<file path="src/rtl/psram_access_arbiter_pkg.sv">
// Shared types for the PSRAM access arbiter: FSM states and port-owner encoding.
package PsramArbiterTypes;

  typedef enum logic [1:0] {
    IDLE     = 2'd0,
    GRANT_WR = 2'd1,
    GRANT_RD = 2'd2,
    RELEASE  = 2'd3
  } arb_state_t;

  typedef enum logic [1:0] {
    OWNER_NONE = 2'd0,
    OWNER_WR   = 2'd1,
    OWNER_RD   = 2'd2
  } owner_t;

endpackage

</file>
<file path="src/rtl/psram_access_arbiter_if.sv">
// Requester and memory-side bus bundle of the PSRAM access arbiter.
interface psram_access_arbiter_if #(
  parameter int ADDR_W = 21,
  parameter int DATA_W = 32
);
  logic              wr_rq;
  logic              wr_ack;
  logic              wr_cmd_en;
  logic [ADDR_W-1:0] wr_addr;
  logic [DATA_W-1:0] wr_data;
  logic              rd_rq;
  logic              rd_ack;
  logic              rd_cmd_en;
  logic [ADDR_W-1:0] rd_addr;
  logic              mem_cmd_en;
  logic              mem_cmd;
  logic [ADDR_W-1:0] mem_addr;
  logic [DATA_W-1:0] mem_wr_data;

  // Arbiter side
  modport slave (
    input  wr_rq, wr_cmd_en, wr_addr, wr_data, rd_rq, rd_cmd_en, rd_addr,
    output wr_ack, rd_ack, mem_cmd_en, mem_cmd, mem_addr, mem_wr_data
  );

  // Requester / memory-controller side
  modport master (
    output wr_rq, wr_cmd_en, wr_addr, wr_data, rd_rq, rd_cmd_en, rd_addr,
    input  wr_ack, rd_ack, mem_cmd_en, mem_cmd, mem_addr, mem_wr_data
  );
endinterface

</file>
<file path="src/rtl/psram_access_arbiter_port_mux.sv">
// Registered owner-select mux driving the memory controller command/data port.
module psram_port_mux
  import PsramArbiterTypes::*;
#(
  parameter int ADDR_W = 21,
  parameter int DATA_W = 32
) (
  input  logic              clk,
  input  logic              reset_n,
  input  owner_t            owner,
  input  logic              write_next,
  input  logic              wr_cmd_en,
  input  logic [ADDR_W-1:0] wr_addr,
  input  logic [DATA_W-1:0] wr_data,
  input  logic              rd_cmd_en,
  input  logic [ADDR_W-1:0] rd_addr,
  output logic              mem_cmd_en,
  output logic              mem_cmd,
  output logic [ADDR_W-1:0] mem_addr,
  output logic [DATA_W-1:0] mem_wr_data
);

  always_ff @(posedge clk or negedge reset_n) begin
    if (!reset_n) begin
      mem_cmd_en  <= 1'b0;
      mem_cmd     <= 1'b0;
      mem_addr    <= '0;
      mem_wr_data <= '0;
    end else begin
      // Direction tracks the state being entered so it lines up with the grant.
      mem_cmd <= write_next;
      case (owner)
        OWNER_WR: begin
          mem_cmd_en  <= wr_cmd_en;
          mem_addr    <= wr_addr;
          mem_wr_data <= wr_data;
        end
        OWNER_RD: begin
          mem_cmd_en <= rd_cmd_en;
          mem_addr   <= rd_addr;
        end
        default: mem_cmd_en <= 1'b0;
      endcase
    end
  end

endmodule

</file>
<file path="src/rtl/psram_access_arbiter.sv">
// Reader-priority whole-transaction arbiter in front of the PSRAM controller.
// Optional writer starvation guard: define ARB_STARVATION_GUARD_EN.
module psram_access_arbiter
  import PsramArbiterTypes::*;
#(
  parameter int ADDR_W        = 21,
  parameter int DATA_W        = 32,
  parameter int HOLD_MAX      = 64,
  parameter int RD_STREAK_MAX = 4
) (
  input  logic                   clk,
  input  logic                   reset_n,
  input  logic                   mem_ready,
  psram_access_arbiter_if.slave  bus,
  output logic                   busy,
  output logic                   hold_timeout
);

  localparam int HOLD_W = $clog2(HOLD_MAX + 1);

  arb_state_t        state_reg, state_next;
  logic [HOLD_W-1:0] hold_cnt_reg, hold_cnt_next;
  logic              hold_timeout_reg;
  logic              writer_forced;
  logic              wr_ack, rd_ack, write_next;
  owner_t            cmd_owner;

  // Empty marker scope when parameters are out of their meaningful range.
  if (HOLD_MAX < 1 || RD_STREAK_MAX < 1) begin : g_param_out_of_range
  end

`ifdef ARB_STARVATION_GUARD_EN
  localparam int STREAK_W = $clog2(RD_STREAK_MAX + 1);
  logic [STREAK_W-1:0] streak_reg;

  assign writer_forced = bus.wr_rq && (streak_reg == STREAK_W'(RD_STREAK_MAX));

  always_ff @(posedge clk or negedge reset_n) begin
    if (!reset_n) begin
      streak_reg <= '0;
    end else if (state_reg == IDLE && state_next != IDLE) begin
      if (state_next == GRANT_RD && bus.wr_rq)
        streak_reg <= streak_reg + 1'b1;
      else
        streak_reg <= '0;
    end
  end
`else
  assign writer_forced = 1'b0;
`endif

  always_ff @(posedge clk or negedge reset_n) begin
    if (!reset_n) state_reg <= IDLE;
    else          state_reg <= state_next;
  end

  always_comb begin
    state_next = state_reg;
    case (state_reg)
      IDLE: begin
        if (mem_ready) begin
          if (writer_forced)  state_next = GRANT_WR;
          else if (bus.rd_rq) state_next = GRANT_RD;
          else if (bus.wr_rq) state_next = GRANT_WR;
        end
      end
      GRANT_WR: if (!bus.wr_rq) state_next = RELEASE;
      GRANT_RD: if (!bus.rd_rq) state_next = RELEASE;
      RELEASE:  state_next = IDLE;
      default:  state_next = IDLE;
    endcase
  end

  always_comb begin
    wr_ack     = (state_reg == GRANT_WR);
    rd_ack     = (state_reg == GRANT_RD);
    busy       = (state_reg != IDLE);
    write_next = (state_next == GRANT_WR);
    // Commands issued on the owner's final (rq-dropping) cycle are not forwarded,
    // which keeps the RELEASE cycle free of memory-side strobes.
    cmd_owner = OWNER_NONE;
    if (state_reg == GRANT_WR && state_next == GRANT_WR) cmd_owner = OWNER_WR;
    if (state_reg == GRANT_RD && state_next == GRANT_RD) cmd_owner = OWNER_RD;
  end

  // Counts grant cycles including the one being entered, saturating at HOLD_MAX.
  always_comb begin
    hold_cnt_next = hold_cnt_reg;
    if (state_next == GRANT_WR || state_next == GRANT_RD) begin
      if (state_reg != state_next)
        hold_cnt_next = HOLD_W'(1);
      else if (hold_cnt_reg != HOLD_W'(HOLD_MAX))
        hold_cnt_next = hold_cnt_reg + 1'b1;
    end
  end

  always_ff @(posedge clk or negedge reset_n) begin
    if (!reset_n) begin
      hold_cnt_reg     <= '0;
      hold_timeout_reg <= 1'b0;
    end else begin
      hold_cnt_reg <= hold_cnt_next;
      if (hold_cnt_next == HOLD_W'(HOLD_MAX)) hold_timeout_reg <= 1'b1;
    end
  end

  assign hold_timeout = hold_timeout_reg;
  assign bus.wr_ack   = wr_ack;
  assign bus.rd_ack   = rd_ack;

  logic              mux_cmd_en, mux_cmd;
  logic [ADDR_W-1:0] mux_addr;
  logic [DATA_W-1:0] mux_wr_data;

  psram_port_mux #(
    .ADDR_W (ADDR_W),
    .DATA_W (DATA_W)
  ) u_port_mux (
    .clk         (clk),
    .reset_n     (reset_n),
    .owner       (cmd_owner),
    .write_next  (write_next),
    .wr_cmd_en   (bus.wr_cmd_en),
    .wr_addr     (bus.wr_addr),
    .wr_data     (bus.wr_data),
    .rd_cmd_en   (bus.rd_cmd_en),
    .rd_addr     (bus.rd_addr),
    .mem_cmd_en  (mux_cmd_en),
    .mem_cmd     (mux_cmd),
    .mem_addr    (mux_addr),
    .mem_wr_data (mux_wr_data)
  );

  assign bus.mem_cmd_en  = mux_cmd_en;
  assign bus.mem_cmd     = mux_cmd;
  assign bus.mem_addr    = mux_addr;
  assign bus.mem_wr_data = mux_wr_data;

endmodule

</file>
<file path="src/flat_wrapper.sv">
// flat-port wrapper written by rule: the top's interface ports become plain ports
module psram_access_arbiter_flat import PsramArbiterTypes::*;
#(
  parameter int ADDR_W        = 21,
  parameter int DATA_W        = 32,
  parameter int HOLD_MAX      = 64,
  parameter int RD_STREAK_MAX = 4
)
  (clk, reset_n, mem_ready, busy, hold_timeout, bus_wr_rq, bus_wr_cmd_en, bus_wr_addr, bus_wr_data, bus_rd_rq, bus_rd_cmd_en, bus_rd_addr, bus_wr_ack, bus_rd_ack, bus_mem_cmd_en, bus_mem_cmd, bus_mem_addr, bus_mem_wr_data);
  psram_access_arbiter_if #(.ADDR_W(ADDR_W), .DATA_W(DATA_W)) bus_i ();
  input  logic clk;
  input  logic reset_n;
  input  logic mem_ready;
  output logic busy;
  output logic hold_timeout;
  input wire logic [$bits(bus_i.wr_rq)-1:0] bus_wr_rq;
  input wire logic [$bits(bus_i.wr_cmd_en)-1:0] bus_wr_cmd_en;
  input wire logic [$bits(bus_i.wr_addr)-1:0] bus_wr_addr;
  input wire logic [$bits(bus_i.wr_data)-1:0] bus_wr_data;
  input wire logic [$bits(bus_i.rd_rq)-1:0] bus_rd_rq;
  input wire logic [$bits(bus_i.rd_cmd_en)-1:0] bus_rd_cmd_en;
  input wire logic [$bits(bus_i.rd_addr)-1:0] bus_rd_addr;
  output wire logic [$bits(bus_i.wr_ack)-1:0] bus_wr_ack;
  output wire logic [$bits(bus_i.rd_ack)-1:0] bus_rd_ack;
  output wire logic [$bits(bus_i.mem_cmd_en)-1:0] bus_mem_cmd_en;
  output wire logic [$bits(bus_i.mem_cmd)-1:0] bus_mem_cmd;
  output wire logic [$bits(bus_i.mem_addr)-1:0] bus_mem_addr;
  output wire logic [$bits(bus_i.mem_wr_data)-1:0] bus_mem_wr_data;
  assign bus_i.wr_rq = bus_wr_rq;
  assign bus_i.wr_cmd_en = bus_wr_cmd_en;
  assign bus_i.wr_addr = bus_wr_addr;
  assign bus_i.wr_data = bus_wr_data;
  assign bus_i.rd_rq = bus_rd_rq;
  assign bus_i.rd_cmd_en = bus_rd_cmd_en;
  assign bus_i.rd_addr = bus_rd_addr;
  assign bus_wr_ack = bus_i.wr_ack;
  assign bus_rd_ack = bus_i.rd_ack;
  assign bus_mem_cmd_en = bus_i.mem_cmd_en;
  assign bus_mem_cmd = bus_i.mem_cmd;
  assign bus_mem_addr = bus_i.mem_addr;
  assign bus_mem_wr_data = bus_i.mem_wr_data;
  psram_access_arbiter #(.ADDR_W(ADDR_W), .DATA_W(DATA_W), .HOLD_MAX(HOLD_MAX), .RD_STREAK_MAX(RD_STREAK_MAX)) u_core (.clk(clk), .reset_n(reset_n), .mem_ready(mem_ready), .bus(bus_i), .busy(busy), .hold_timeout(hold_timeout));
endmodule
</file>
<file path="config.mk">
export PLATFORM = sky130hd
export DESIGN_NAME = psram_access_arbiter_flat
export DESIGN_NICKNAME = d
export VERILOG_FILES = /design/src/rtl/psram_access_arbiter_pkg.sv /design/src/rtl/psram_access_arbiter_if.sv /design/src/rtl/psram_access_arbiter_port_mux.sv /design/src/rtl/psram_access_arbiter.sv /design/src/flat_wrapper.sv
export SDC_FILE = /design/constraint.sdc
export NUM_CORES = 1
export LEC_CHECK = 0
export CAP_MARGIN = 20
export CELL_PAD_IN_SITES_DETAIL_PLACEMENT = 0
export CELL_PAD_IN_SITES_GLOBAL_PLACEMENT = 1
export CORE_ASPECT_RATIO = 0.8
export CORE_MARGIN = 4
export CORE_UTILIZATION = 28
export DETAILED_ROUTE_END_ITERATION = 7
export PLACE_DENSITY_LB_ADDON = 0.1
export RECOVER_POWER = 50
export SLEW_MARGIN = 20
export SYNTH_ARGS = -nofsm -noshare
export SYNTH_HDL_FRONTEND = slang
export SYNTH_SLANG_ARGS = --single-unit
</file>
<file path="constraint.sdc">
create_clock -name clk -period 2.2 [get_ports clk]
set_input_delay 0.33 -clock clk [delete_from_list [all_inputs] [get_ports clk]]
set_output_delay 0.33 -clock clk [all_outputs]
set_load 0.01 [all_outputs]
</file>
==> metrics.md <==
| Metric | Value |
|---|---|
| Met2 Track Usage GR | 0.186 |
| Top flip-flop cell by instance count after synthesis | sky130_fd_sc_hd__dfrtp_1 |
| Most Used Layer, Global Route | met2 |
| Area taken by flip-flops and latches | 1630 sq um |
| Vias | 2411 |
| Fin crit share | 0.941 |
| Number of flip-flops in the largest register | 32 |
| Wire length of the first global-routing pass | 12.8 mm |
| Status | complete, no violations |
| Router iterations before antenna repair | 4 |
| Area growth from synthesis to final layout | 68.2% |
| Die height | 100 um |
| Net Count, Synth | 331 |
| Cell Int Power | 0.00460 W |
| Setup slack after placement | -0.341 ns |
| Site row count | 33 |
| Number of distinct library cells after synthesis | 43 |
| Combinational fraction of design power | 0.480 |
| Startpoint type of the worst setup path | input pin |
| Multiplexer area fraction after synthesis | 0.199 |
| Number of sinks on the clock net | 65 |
| Count of boundary I/O pins | 140 |
| Endpoints failing hold | 0 |
| Tot GR Track Use | 0.134 |
| Number of enable-type register cells in the synthesized netlist | 0 |
| Number of global-route vias before repair | 2528 |
| Number of fill cells in the layout | 938 |
| Setup slack on the worst flop-to-flop path | 0.14 ns |
| Antenna Nets Post-Route | 0 |
| Vias per std cell | 4.42 |
| Total leakage power | 2.21 nW |
| Required arrival time at the worst endpoint | 2.40 ns |
| Count of final setup violators | 0 |
| Largest net degree at the start of global routing | 44 |
| Worst IR Drop VDD | 750 uV |
| Post-synthesis adder-cell area fraction | 0.0169 |
| # H-tree levels | 3 |
| Effective utilization at floorplan | 0.289 |
| Compound-cell area share of the yosys netlist | 0.104 |
| Synth top area share | 0.548 |
| Largest cells by area after synthesis | sky130_fd_sc_hd__dfrtp_1, sky130_fd_sc_hd__mux2_2, sky130_fd_sc_hd__mux2i_1, sky130_fd_sc_hd__o21ai_0, sky130_fd_sc_hd__nand2_1 |
| Synth Area in Simple Gates | 0.0894 |
| Number of buffers added by the clock tree synthesis step | 9 |
| Cell area power density | 1360 nW/um^2 |
| Worst Hold Margin | 0.501 ns |
| Global-route congestion overflow total | 0 |
| DP HPWL | 6.12 mm |
| Largest fanout on the critical path | 4 |
| Maximum operating frequency | 483 MHz |
| Setup clock skew after layout | 0.00820 ns |
| Initial antenna violation count | 0 |
| Dominant combinational cell family by area after synthesis | multiplexers |
| Area post-placement | 4620 sq um |
| Worst-skew pair later-pin latency | 0.33 ns |
| Area used by multi-input combinational logic | 1270 sq um |
| Start-to-end type of the worst setup path | in -> reg |
| Yosys synthesis warning count | 0 |
| Proportion of total power due to net switching | 0.320 |
| Post-synth ARST share | 1.00 |
| Floorplan die area | 12300 sq um |
| Most frequently used cell type in the post-synthesis netlist | sky130_fd_sc_hd__dfrtp_1 |
| TritonCTS clock tree | built |
| Post-route setup slack | 0.129 ns |
| Fraction of synthesized cell area in xor and xnor cells | 0.00295 |
| Relative slew slack | 0.138 |
| Net load switching power | 0.00217 W |
| Reg power frac | 0.302 |
| Routability congestion estimate | 0.721 |
| Final max-slew violation count | 0 |
| Sequential share of the synthesized area | 0.548 |
| Violation count after the first detailed-route iteration | 77 |
| Met1 GRT Util | 0.174 |
| Slew @ Worst Pin | 1.29 ns |
| Proportion of layout cells with a drive suffix above 1 | 0.205 |
| Cell taking the most area after synthesis | sky130_fd_sc_hd__dfrtp_1 |
| Buffers added on ports | 139 |
| Count of max-cap constraint violations | 0 |
| Final #Nets | 485 |
| Final Routed Wirelength | 8.30 mm |
| Worst hold path class | reg -> reg |
| DR DRC count | 0 |
| CP Capture Type | flip-flop |
| Met3 usage | 0.0817 |
| Clock share of power | 0.218 |
| Clock transition at the registers of the reported paths | 0.05 ns |
| Die X | 123 um |
| Most frequent cells after synthesis | sky130_fd_sc_hd__dfrtp_1, sky130_fd_sc_hd__mux2_2, sky130_fd_sc_hd__nand2_1 |
| Number of synthesized register bits | 65 |
| Number of inserted diodes | 0 |
| Setup fix buffers added after clock tree synthesis | 0 |
| CTS Buffer Depth | 2 |
| Time the worst path needs with I/O delays and setup | 2.07 ns |
| Root buffer selected by CTS | sky130_fd_sc_hd__clkbuf_16 |
| Average instance area after synthesis | 12.1 sq um |
| Data arrival at the endpoint of the critical path | 2.27 ns |
| Post-synthesis instance area | 2970 sq um |
| Cell count after synthesis | 246 |
| Post-Layout Inst Area | 4990 sq um |
| Area of the core | 10300 sq um |
| Routed wire per std cell | 15.2 um |
## worst max-delay path, stage by stage
cell	delay [ns]
sky130_fd_sc_hd__clkdlybuf4s50_1	0.49
sky130_fd_sc_hd__a21oi_1	0.07
sky130_fd_sc_hd__nor3_1	0.17
sky130_fd_sc_hd__nor2_2	0.08
sky130_fd_sc_hd__ha_4	0.26
sky130_fd_sc_hd__buf_4	0.15
sky130_fd_sc_hd__or3_1	0.34
sky130_fd_sc_hd__a22oi_1	0.14
sky130_fd_sc_hd__a21o_1	0.14
sky130_fd_sc_hd__o41ai_2	0.08
## per-stage QoR
stage               power [W]  setup TNS (ns)  instances   util
finish                0.00677               0        545  0.486
global route          0.00725        -0.00360        545  0.486
CTS                   0.00679               0        545  0.481
detailed placement    0.00527           -8.77        528  0.449
global placement      0.00523           -6.58        528  0.449
floorplan             0.00349               0        246      -
## cell type report
class / count / share of cell area
Sequential cell: 65 / 0.326
Timing Repair Buffer: 157 / 0.313
Multi-Input combinational cell: 156 / 0.255
Clock buffer: 12 / 0.0534
Tap cell: 140 / 0.0351
Clock inverter: 4 / 0.0100
Inverter: 11 / 0.00827
## worst paths after layout
| kind | endpoint | depth (start not counted) | start |
|---|---|---|---|
| min reg2reg | u_core.u_port_mux.mem_wr_data[10]$_DFFE_PN0N_ | 1 | u_core.u_port_mux.mem_wr_data[10]$_DFFE_PN0N_ |
| min | u_core.u_port_mux.mem_wr_data[10]$_DFFE_PN0N_ | 1 | u_core.u_port_mux.mem_wr_data[10]$_DFFE_PN0N_ |
| max in group asynchronous | u_core.u_port_mux.mem_cmd$_DFF_PN0_ | 3 | reset_n |
| max | u_core.hold_timeout$_DFFE_PN0N_ | 10 | mem_ready |
| max reg2reg | u_core.hold_timeout$_DFFE_PN0N_ | 6 | u_core.hold_cnt_reg[0]$_DFF_PN0_ |
| min in group asynchronous | u_core.hold_cnt_reg[1]$_DFF_PN0_ | 2 | reset_n |
## placed cells by master, fill, tap and decap left out, types with 3 or more instances in the layout
cell / n
sky130_fd_sc_hd__buf_4: 12
sky130_fd_sc_hd__clkbuf_16: 9
sky130_fd_sc_hd__clkbuf_8: 3
sky130_fd_sc_hd__ha_1: 3
sky130_fd_sc_hd__a21oi_1: 5
sky130_fd_sc_hd__nand2_1: 30
sky130_fd_sc_hd__mux2i_1: 23
sky130_fd_sc_hd__o21ai_0: 24
sky130_fd_sc_hd__inv_1: 11
sky130_fd_sc_hd__buf_12: 3
sky130_fd_sc_hd__clkdlybuf4s50_1: 138
sky130_fd_sc_hd__mux2_2: 32
sky130_fd_sc_hd__dfrtp_1: 65
## power by group through the flow
stage	Sequential (W)	Combinational (W)	Clock [W]
floorplan	0.00226	0.00123	0
global placement	0.00204	0.00319	0
detailed placement	0.00206	0.00321	0
CTS	0.00204	0.00322	0.00153
global route	0.00210	0.00355	0.00159
finish	0.00204	0.00325	0.00148
## metal layers
metal | wire length (um) | up-vias
li1 | - | 1174
met1 | 3640 | 1120
met2 | 3410 | 107
met3 | 1170 | 10
met4 | 83 | 0
met5 | 0 | -
## kinds of logic after synthesis
group	Yosys count
buffers and inverters	25
XOR/XNOR	1
AND/OR/NAND/NOR	52
AO/OA/AOI/OAI	44
multiplexers	55
adder cells (fa/ha/maj)	4
flip-flops	65
## what timing repair did
action                                  in CTS  in global routing
hold buffers                                 1                  0
resized for setup                            0                  8
endpoints found under the setup margin       0                  5
hold endpoints to repair                    13                  0
No activity file was read; power rests on OpenSTA's default activity.
